==> src/rtl/adc_spi_sequencer_if.sv <==
// Signal bundle shared by the trigger logic, the ADC frame sequencer and ADC_READER.
// The sequencer side is the master; the trigger/reader side is the slave.
interface adc_spi_sequencer_if;
  logic        start;
  logic        cont;
  logic [31:0] adc_word;
  logic        AD_CONV;
  logic        SPI_SCK;
  logic        read;
  logic        busy;
  logic [13:0] ch0;
  logic [13:0] ch1;
  logic        sample_valid;

  modport master (
    input  start, cont, adc_word,
    output AD_CONV, SPI_SCK, read, busy, ch0, ch1, sample_valid
  );

  modport slave (
    output start, cont, adc_word,
    input  AD_CONV, SPI_SCK, read, busy, ch0, ch1, sample_valid
  );
endinterface

==> src/rtl/adc_spi_sequencer.sv <==
// Frame sequencer for an LTC1407A-style dual ADC: AD_CONV pulse, SPI_SCK, per-bit read
// strobe, then splits the 32-bit word from ADC_READER into two signed 14-bit samples.
module adc_spi_sequencer #(
  parameter int unsigned HALF_DIV    = 2,
  parameter int unsigned CONV_CYCLES = 2,
  parameter int unsigned FRAME_BITS  = 34
) (
  input  logic                       clk,
  input  logic                       rst,
  adc_spi_sequencer_if.master        bus
);

  localparam int unsigned BIT_PERIOD = 2 * HALF_DIV;
  localparam int          DIV_W      = $clog2(BIT_PERIOD);
  localparam int          BIT_W      = $clog2(FRAME_BITS + 1);
  localparam int          CONV_W     = (CONV_CYCLES > 1) ? $clog2(CONV_CYCLES) : 1;

  localparam logic [DIV_W-1:0]  DIV_LAST  = DIV_W'(BIT_PERIOD - 1);
  localparam logic [DIV_W-1:0]  SCK_RISE  = DIV_W'(HALF_DIV);
  localparam logic [BIT_W-1:0]  BIT_LAST  = BIT_W'(FRAME_BITS - 1);
  localparam logic [CONV_W-1:0] CONV_LAST = CONV_W'(CONV_CYCLES - 1);

  if (HALF_DIV < 1 || HALF_DIV > 255) begin : g_bad_half_div
    $error("adc_spi_sequencer: HALF_DIV must be in 1..255");
  end
  if (CONV_CYCLES < 1) begin : g_bad_conv_cycles
    $error("adc_spi_sequencer: CONV_CYCLES must be at least 1");
  end

  typedef enum logic [1:0] {
    S_IDLE,
    S_CONV,
    S_SHIFT,
    S_LATCH
  } state_e;

  state_e              state_q,    state_d;
  logic [CONV_W-1:0]   conv_cnt_q, conv_cnt_d;
  logic [DIV_W-1:0]    div_cnt_q,  div_cnt_d;
  logic [BIT_W-1:0]    bit_cnt_q,  bit_cnt_d;

  logic                ad_conv_q,  ad_conv_d;
  logic                sck_q,      sck_d;
  logic                read_q,     read_d;
  logic                busy_q,     busy_d;
  logic                valid_q,    valid_d;
  logic [13:0]         ch0_q,      ch0_d;
  logic [13:0]         ch1_q,      ch1_d;

  // The two don't-care bit pairs of the frame are shifted in but never used.
  logic unused_dont_care;
  assign unused_dont_care = ^{bus.adc_word[17:16], bus.adc_word[1:0]};

  always_comb begin
    // NOTE: every _d signal gets its hold/default value first, so no branch of the case
    // below can leave one unassigned and infer a latch.
    state_d    = state_q;
    conv_cnt_d = conv_cnt_q;
    div_cnt_d  = div_cnt_q;
    bit_cnt_d  = bit_cnt_q;
    ch0_d      = ch0_q;
    ch1_d      = ch1_q;
    valid_d    = 1'b0;

    unique case (state_q)
      S_IDLE: begin
        if (bus.start || bus.cont) begin
          state_d    = S_CONV;
          conv_cnt_d = '0;
        end
      end

      S_CONV: begin
        if (conv_cnt_q == CONV_LAST) begin
          state_d   = S_SHIFT;
          div_cnt_d = '0;
          bit_cnt_d = '0;
        end else begin
          conv_cnt_d = conv_cnt_q + CONV_W'(1);
        end
      end

      S_SHIFT: begin
        // The last count of a bit period is the SCK falling edge where ADC_READER shifts.
        if (div_cnt_q == DIV_LAST) begin
          div_cnt_d = '0;
          bit_cnt_d = bit_cnt_q + BIT_W'(1);
          if (bit_cnt_q == BIT_LAST) begin
            state_d = S_LATCH;
          end
        end else begin
          div_cnt_d = div_cnt_q + DIV_W'(1);
        end
      end

      S_LATCH: begin
        ch0_d   = bus.adc_word[31:18];
        ch1_d   = bus.adc_word[15:2];
        valid_d = 1'b1;
        if (bus.cont) begin
          state_d    = S_CONV;
          conv_cnt_d = '0;
        end else begin
          state_d = S_IDLE;
        end
      end

      default: state_d = S_IDLE;
    endcase

    // Outputs are decoded from the next state so that, once registered, they line up
    // with the cycle that state is actually occupied.
    ad_conv_d = (state_d == S_CONV);
    sck_d     = (state_d == S_SHIFT) && (div_cnt_d >= SCK_RISE);
    read_d    = (state_d == S_SHIFT) && (div_cnt_d == DIV_LAST);
    busy_d    = (state_d != S_IDLE);
  end

  always_ff @(posedge clk or posedge rst) begin
    if (rst) begin
      state_q    <= S_IDLE;
      conv_cnt_q <= '0;
      div_cnt_q  <= '0;
      bit_cnt_q  <= '0;
    end else begin
      // NOTE: sequential state uses non-blocking assignments so every register samples
      // the values from before the edge, independent of statement order.
      state_q    <= state_d;
      conv_cnt_q <= conv_cnt_d;
      div_cnt_q  <= div_cnt_d;
      bit_cnt_q  <= bit_cnt_d;
    end
  end

  always_ff @(posedge clk or posedge rst) begin
    if (rst) begin
      ad_conv_q <= 1'b0;
      sck_q     <= 1'b0;
      read_q    <= 1'b0;
      busy_q    <= 1'b0;
      valid_q   <= 1'b0;
      // NOTE: the sample registers are reset too, so a frame aborted by reset never
      // leaves a stale sample visible downstream.
      ch0_q     <= '0;
      ch1_q     <= '0;
    end else begin
      ad_conv_q <= ad_conv_d;
      sck_q     <= sck_d;
      read_q    <= read_d;
      busy_q    <= busy_d;
      valid_q   <= valid_d;
      ch0_q     <= ch0_d;
      ch1_q     <= ch1_d;
    end
  end

  assign bus.AD_CONV      = ad_conv_q;
  assign bus.SPI_SCK      = sck_q;
  assign bus.read         = read_q;
  assign bus.busy         = busy_q;
  assign bus.sample_valid = valid_q;
  assign bus.ch0          = ch0_q;
  assign bus.ch1          = ch1_q;

endmodule

==> src/flat_wrapper.sv <==
// flat-port wrapper written by rule: the top's interface ports become plain ports
module adc_spi_sequencer_flat 
#(
  parameter int unsigned HALF_DIV    = 2,
  parameter int unsigned CONV_CYCLES = 2,
  parameter int unsigned FRAME_BITS  = 34
)
  (clk, rst, bus_start, bus_cont, bus_adc_word, bus_AD_CONV, bus_SPI_SCK, bus_read, bus_busy, bus_ch0, bus_ch1, bus_sample_valid);
  adc_spi_sequencer_if bus_i ();
  input  logic clk;
  input  logic rst;
  input wire logic [$bits(bus_i.start)-1:0] bus_start;
  input wire logic [$bits(bus_i.cont)-1:0] bus_cont;
  input wire logic [$bits(bus_i.adc_word)-1:0] bus_adc_word;
  output wire logic [$bits(bus_i.AD_CONV)-1:0] bus_AD_CONV;
  output wire logic [$bits(bus_i.SPI_SCK)-1:0] bus_SPI_SCK;
  output wire logic [$bits(bus_i.read)-1:0] bus_read;
  output wire logic [$bits(bus_i.busy)-1:0] bus_busy;
  output wire logic [$bits(bus_i.ch0)-1:0] bus_ch0;
  output wire logic [$bits(bus_i.ch1)-1:0] bus_ch1;
  output wire logic [$bits(bus_i.sample_valid)-1:0] bus_sample_valid;
  assign bus_i.start = bus_start;
  assign bus_i.cont = bus_cont;
  assign bus_i.adc_word = bus_adc_word;
  assign bus_AD_CONV = bus_i.AD_CONV;
  assign bus_SPI_SCK = bus_i.SPI_SCK;
  assign bus_read = bus_i.read;
  assign bus_busy = bus_i.busy;
  assign bus_ch0 = bus_i.ch0;
  assign bus_ch1 = bus_i.ch1;
  assign bus_sample_valid = bus_i.sample_valid;
  adc_spi_sequencer #(.HALF_DIV(HALF_DIV), .CONV_CYCLES(CONV_CYCLES), .FRAME_BITS(FRAME_BITS)) u_core (.clk(clk), .rst(rst), .bus(bus_i));
endmodule
==> config.mk <==
export PLATFORM = sky130hd
export DESIGN_NAME = adc_spi_sequencer_flat
export DESIGN_NICKNAME = d
export VERILOG_FILES = /design/src/rtl/adc_spi_sequencer_if.sv /design/src/rtl/adc_spi_sequencer.sv /design/src/flat_wrapper.sv
export SDC_FILE = /design/constraint.sdc
export NUM_CORES = 1
export LEC_CHECK = 0
export CELL_PAD_IN_SITES_DETAIL_PLACEMENT = 1
export CELL_PAD_IN_SITES_GLOBAL_PLACEMENT = 1
export CORE_ASPECT_RATIO = 0.5
export CORE_MARGIN = 3
export CORE_UTILIZATION = 31
export DETAILED_ROUTE_END_ITERATION = 10
export GPL_TIMING_DRIVEN = 0
export HOLD_SLACK_MARGIN = 0.15
export PLACE_DENSITY_LB_ADDON = 0.25
export REMOVE_ABC_BUFFERS = 1
export SETUP_SLACK_MARGIN = 0.02
export SLEW_MARGIN = 30
export SYNTH_ARGS = -nofsm -noshare
export SYNTH_HDL_FRONTEND = slang
export SYNTH_SLANG_ARGS = --single-unit
==> constraint.sdc <==
create_clock -name clk -period 1.65 [get_ports clk]
set_clock_uncertainty 0.2 [all_clocks]
set_input_delay 0.33 -clock clk [delete_from_list [all_inputs] [get_ports clk]]
set_output_delay 0.33 -clock clk [all_outputs]
set_load 0.01 [all_outputs]
==> results of run 1 <==
cell type report:
| class | count | area (um^2) | area share |
|---|---|---|---|
| multi-input combinational | 84 | 908 | 0.298 |
| tap | 73 | 91.3 | 0.0300 |
| clock inverter | 3 | 18.8 | 0.00616 |
| timing repair buffer | 82 | 767 | 0.252 |
| inverter | 7 | 31.3 | 0.0103 |
| sequential | 44 | 1100 | 0.362 |
| clock buffer | 5 | 125 | 0.0411 |
synthesized netlist by cell type:
library cell and number:
sky130_fd_sc_hd__mux2_2 29, sky130_fd_sc_hd__a32o_1 1, sky130_fd_sc_hd__and2_1 1, sky130_fd_sc_hd__nor2b_1 1
sky130_fd_sc_hd__nor3_1 2, sky130_fd_sc_hd__nand3_1 1, sky130_fd_sc_hd__buf_2 4, sky130_fd_sc_hd__xor2_1 2
sky130_fd_sc_hd__nand2b_1 3, sky130_fd_sc_hd__nand4_1 3, sky130_fd_sc_hd__a32oi_1 1, sky130_fd_sc_hd__nand2_1 5
sky130_fd_sc_hd__nand4_2 1, sky130_fd_sc_hd__o221ai_2 1, sky130_fd_sc_hd__and3_1 1, sky130_fd_sc_hd__or3_1 2
sky130_fd_sc_hd__nor4b_2 1, sky130_fd_sc_hd__o311ai_2 1, sky130_fd_sc_hd__o21bai_1 1, sky130_fd_sc_hd__dfrtp_1 44
sky130_fd_sc_hd__o21ai_0 5, sky130_fd_sc_hd__o21ai_1 1, sky130_fd_sc_hd__nand2b_2 1, sky130_fd_sc_hd__ha_1 8
sky130_fd_sc_hd__inv_1 7, sky130_fd_sc_hd__nor4bb_1 1, sky130_fd_sc_hd__a21oi_1 4, sky130_fd_sc_hd__nor2_1 7
layer usage:
layer / global-route usage / vias to the layer above / share of wire / routed length (um)
met2: 0.251 / 30 / 0.53 / 2710
met4: 0.0331 / 0 / 0.0049 / 25
met1: 0.172 / 724 / 0.42 / 2160
met3: 0.0359 / 4 / 0.039 / 201
li1: - / 663 / - / -
met5: 0 / - / 0 / 0
kinds of logic (layout without fill, tap and decap cells):
family          Yosys count  after routing  share of synthesized area
flops                    44             44                      0.587
simple gates             30             30                     0.0935
mux                      29             29                      0.174
compound gates           15             15                     0.0574
buf+inv                  11             97                     0.0247
fa+ha+maj                 8              8                     0.0534
xor+xnor                  2              2                    0.00935
worst max-delay path, cell delays in order, from the launching register on:
cell and delay, ns:
sky130_fd_sc_hd__dfrtp_2 0.44, sky130_fd_sc_hd__inv_4 0.08, sky130_fd_sc_hd__ha_4 0.21, sky130_fd_sc_hd__nor4bb_2 0.28, sky130_fd_sc_hd__nand4_1 0.19, sky130_fd_sc_hd__o221ai_4 0.13, sky130_fd_sc_hd__nor3_1 0.10
where the power goes:
part | total, mW | internal, mW | switching [mW]
Sequential | 1.08 | 1.08 | 0
Clock | 0.968 | 0.558 | 0.410
Combinational | 0.105 | 0.0692 | 0.0360
Total | 2.15 | 1.71 | 0.446
repair_timing:
action | 4_1_cts | 5_1_grt
setup endpoints to repair | 75 | 35
setup buffers | 11 | 6
pin swaps | 9 | 7
gates resized for setup | 55 | 18
flip-flops by register name, summed over array words and instances (netlist names):
| register | cells |
|---|---|
| u_core.bus.busy | 1 |
| u_core.conv_cnt_q | 1 |
| u_core.bus.ch1 | 14 |
| u_core.bit_cnt_q | 6 |
| u_core.bus.read | 1 |
| u_core.bus.sample_valid | 1 |
| u_core.bus.AD_CONV | 1 |
| u_core.bus.ch0 | 14 |
| u_core.bus.SPI_SCK | 1 |
| u_core.state_q | 2 |
| u_core.div_cnt_q | 2 |
layout by cell type, fill, tap and decap left out, types with 3 or more instances in the layout:
cell type                         synthesis  final
sky130_fd_sc_hd__mux2_2                  29     29
sky130_fd_sc_hd__nand2_1                  5      4
sky130_fd_sc_hd__clkbuf_16                0      5
sky130_fd_sc_hd__dlygate4sd2_1            0     33
sky130_fd_sc_hd__inv_1                    7      4
sky130_fd_sc_hd__dfrtp_1                 44     42
sky130_fd_sc_hd__clkdlybuf4s50_1          0     31
sky130_fd_sc_hd__buf_4                    0     14
sky130_fd_sc_hd__ha_4                     0      6
sky130_fd_sc_hd__nand4_1                  3      3
sky130_fd_sc_hd__nor2_1                   7      6
sky130_fd_sc_hd__o21ai_0                  5      4
worst paths after layout:
check                                   from            endpoint  slack, ns  cells past startpoint
max                        u_core.state_q[1]  u_core.bus.SPI_SCK      -0.13                      6
min                                      rst  u_core.bus.ch0[13]       0.18                      2
max reg2reg                u_core.state_q[1]  u_core.bus.SPI_SCK      -0.13                      6
min reg2reg                u_core.bus.ch1[2]   u_core.bus.ch1[2]       0.30                      1
max in group asynchronous                rst   u_core.state_q[0]       0.56                      3
min in group clk           u_core.bus.ch1[2]   u_core.bus.ch1[2]       0.30                      1
==> metrics.yaml, run 1 <==
drt:
  dr_wl_cell_um: 17.1
  viasPerCell: 4.77
  postRouteWirelength_mm: 5.10
  via_count: 1421
  first_pass_iters: 4
  ant_nets: 0
  drt_first_iter_violations: 49
  remaining_drc_errors: 0
global_routing:
  grt.total_usage: 0.140
  grt_first_pass_wirelength_mm: 7.56
  globalRouteOverflowTotal: 0
  grt_antenna_before_repair: 0
  grt_pass1_vias: 1475
  pin_count_of_the_biggest_net_entering_global_routing: 26
sta:
  period_share: 1.08
  timing.hold.ws_ns: 0.184
  highest_clock_rate_mhz: 562
  worst-slew-pin-transition_ns: 0.462
  slew_viol_final: 0
  unrepaired_setup_endpoints_after_global_routing: "true"
  timing.final.hold_violations: 0
  setup_viol: 7
  timing.slew.headroom: 0.692
  setup_slack_ns: -0.129
  finalCriticalPeriod_ns: 1.78
  totalNegativeSetupSlack_ns: -0.733
setup_path:
  end_kind: "flip-flop"
  criticalPathCategory: "flip-flop to flip-flop"
  path_max_fanout: 6
  critical_path.startpoint_type: "flip-flop"
  required_ns: 1.59
  critical_path_arrival_ns: 1.72
logic_synthesis:
  yosys.area.top_type: "sky130_fd_sc_hd__dfrtp_1"
  synthDominantCellAreaShare: 0.587
  postSynthRegisterBits: 44
  synth_cells: 139
  synthesis.area_per_instance_um2: 13.5
  synth-warning-count: 0
  synth-seq-area-share: 0.587
  synthTopCellsByArea: "sky130_fd_sc_hd__dfrtp_1 59%, sky130_fd_sc_hd__mux2_2 17%, sky130_fd_sc_hd__ha_1 5.3%, sky130_fd_sc_hd__inv_1 1.4%, sky130_fd_sc_hd__nor2_1 1.4%"
  synth_cell_type_count: 28
  syn_area_um2: 1870
power:
  total_power_mw: 2.15
  power-per-cell-area_nw_per_um2: 707
  cellLeakagePower_nw: 1.49
  worst_ir_drop_vdd_v: 0.000391
cts:
  hold_buffers: 0
  cts.sinks: 44
  cts_made_buffers: 5
  clk_transition_reported_paths_ns: 0.06
  insertion_delay_ns: 0.28
  root_buffer_cell: "sky130_fd_sc_hd__clkbuf_16"
  tritoncts_clock_tree: "done"
  cts_h_tree_depth: 2
  clock_path_buffers: 2
final_layout:
  nets: 268
  filler_cell_count: 564
  final_antenna_diode_count: 0
  drive_gt1_frac: 0.364
  finish.utilization: 0.538
  area_growth_pct: 62.5
  final-instance-count-excl-fill: 298
  finished_cell_area_um2: 3050
floorplan:
  die_height_um: 61.0
  std_cell_rows: 19
  io_pins: 69
  core_region_area_um2: 5660
  die_width_um: 116
  fp.dieArea_um2: 7070
  start_util: 0.331
status:
  run_status: "complete, but fails checks"
  failed_checks: "setup timing"
placed_design:
  place_hpwl_mm: 3.24
  rd_place_congestion: 0.709
  placement.io_buffers: 64
  post-place-ws_ns: -0.405
  placed_area_um2: 2610
  dpl.cell_count: 273
job:
  timing.max_cap.violations: 0
min_path:
  timing.hold.worst.class: "input port to async pin"
No activity file was read; power rests on OpenSTA's default activity.
==> run 2: changes to the inputs <==
- CORE_UTILIZATION: 31 -> 37
- clock period: 1.65 -> 2.23 ns (I/O delays scaled with it)
==> metrics.yaml, run 2 (synthesis results as in run 1) <==
status:
  run_status: "completed"
cts:
  tritoncts_clock_tree: "done"
  cts_h_tree_depth: 2
  cts.sinks: 44
  hold_buffers: 0
  clk_transition_reported_paths_ns: 0.08
  post-cts-setup-buffers: 0
  cts_made_buffers: 5
  root_buffer_cell: "sky130_fd_sc_hd__clkbuf_8"
  clock_path_buffers: 2
  insertion_delay_ns: 0.29
sta:
  slew_viol_final: 0
  unrepaired_setup_endpoints_after_global_routing: "false"
  worst-slew-pin-transition_ns: 0.734
  finalCriticalPeriod_ns: 2.06
  period_share: 0.925
  totalNegativeSetupSlack_ns: 0
  highest_clock_rate_mhz: 485
  timing.slew.headroom: 0.510
  setup_slack_ns: 0.166
  timing.final.hold_violations: 0
  setup_viol: 0
job:
  timing.max_cap.violations: 0
setup_path:
  critical_path_arrival_ns: 2.05
  path_max_fanout: 31
  criticalPathCategory: "flip-flop to flip-flop"
  required_ns: 2.21
  critical_path.startpoint_type: "flip-flop"
  end_kind: "flip-flop"
power:
  power-per-cell-area_nw_per_um2: 518
  cellLeakagePower_nw: 1.21
  worst_ir_drop_vdd_v: 0.000234
global_routing:
  grt_first_pass_wirelength_mm: 7.96
  grt.total_usage: 0.172
  globalRouteOverflowTotal: 0
  grt_antenna_before_repair: 0
  grt_pass1_vias: 1528
  pin_count_of_the_biggest_net_entering_global_routing: 32
floorplan:
  fp.dieArea_um2: 6010
  std_cell_rows: 17
  die_width_um: 107
  start_util: 0.404
  core_region_area_um2: 4640
  die_height_um: 56.3
  io_pins: 69
drt:
  first_pass_iters: 3
  drt_first_iter_violations: 41
  via_count: 1320
  postRouteWirelength_mm: 4.73
  dr_wl_cell_um: 17.3
  viasPerCell: 4.82
  remaining_drc_errors: 0
  ant_nets: 0
final_layout:
  multi_input_comb_area_um2: 732
  flip_flop_and_latch_area_um2: 1100
  filler_cell_count: 496
  drive_gt1_frac: 0.216
  nets: 251
  mostFrequentLayoutCell: "sky130_fd_sc_hd__clkdlybuf4s50_1"
  final_antenna_diode_count: 0
  area_growth_pct: 43.9
  final_cell_mix: "64 x sky130_fd_sc_hd__clkdlybuf4s50_1, 44 x sky130_fd_sc_hd__dfrtp_1, 29 x sky130_fd_sc_hd__mux2_2, 7 x sky130_fd_sc_hd__nor2_1"
  finish.utilization: 0.581
placed_design:
  place_hpwl_mm: 3.70
  rd_place_congestion: 0.761
  post-place-ws_ns: 0.178
  placement.io_buffers: 64
min_path:
  timing.hold.worst.class: "input port to async pin"
[run 2: cell types whose count changed in the layout (fill, tap and decap cells not counted), sizes merged]
cell and delta:
buf -17, clkbuf +2, clkdlybuf4s50 +33, clkinv -3, clkinvlp +1, dlygate4sd2 -33
[run 2: path summary, 6_finish.rpt]
path                                          from            endpoint  slack [ns]  depth (start not counted)
max in group asynchronous                      rst  u_core.bus.ch0[11]        1.13                          3
worst max-delay path             u_core.state_q[1]   u_core.conv_cnt_q        0.17                          4
worst min-delay path                           rst  u_core.bus.ch1[12]        0.23                          2
worst min register to register  u_core.bus.ch1[10]  u_core.bus.ch1[10]        0.31                          1
min in group clk                u_core.bus.ch1[10]  u_core.bus.ch1[10]        0.31                          1
worst max register to register   u_core.state_q[1]   u_core.conv_cnt_q        0.17                          4
[run 2: layer usage]
layer / vias to the layer above / global-route usage / wire length, um
li1: 619 / - / -
met1: 660 / 0.187 / 1910
met2: 33 / 0.333 / 2530
met3: 8 / 0.0402 / 223
met4: 0 / 0.0546 / 65
met5: - / 0 / 0
[run 2: repair_timing]
| item | in CTS | in global routing |
|---|---|---|
| endpoints found under the hold margin | 0 | 0 |
| resized for setup | 0 | 1 |
| endpoints found under the setup margin | 0 | 2 |
[run 2: metrics by stage]
step                      hold slack (ns)  area [um^2]  instances  total power, mW
after global routing                0.240         2700        274             1.46
after floorplan                     0.287         1850        135            0.826
after global placement              0.289         2580        265            0.884
after CTS                           0.231         2690        274             1.43
after detailed placement            0.296         2600        266            0.892
final                               0.226         2700        274             1.40
[run 2: final cells by class]
type,count,share of cell area
clock buffer,7,0.0320
timing repair buffer,65,0.245
sequential,44,0.408
clock inverter,1,0.00278
multi-input combinational,84,0.271
inverter,7,0.00974
tap,66,0.0306
[run 2: power by group]
group	total, mW	leakage [nW]	internal (mW)	switching, mW
combinational	0.0775	0.600	0.0513	0.0261
sequential	0.797	0.567	0.797	0
clock	0.522	0.0445	0.252	0.270
total	1.40	1.21	1.10	0.296
[run 2: critical path, cell delays in order, from the launching register on]
cell and delay (ns):
sky130_fd_sc_hd__dfrtp_1 0.40, sky130_fd_sc_hd__ha_2 0.69, sky130_fd_sc_hd__a21oi_1 0.13, sky130_fd_sc_hd__o21bai_1 0.19, sky130_fd_sc_hd__mux2_2 0.35
==> run 3: changes to the inputs <==
- CTS_CLUSTER_SIZE: unset -> 10
==> results of run 3 <==
Same layout as run 2: the final DEF is identical, and so are final timing and power.
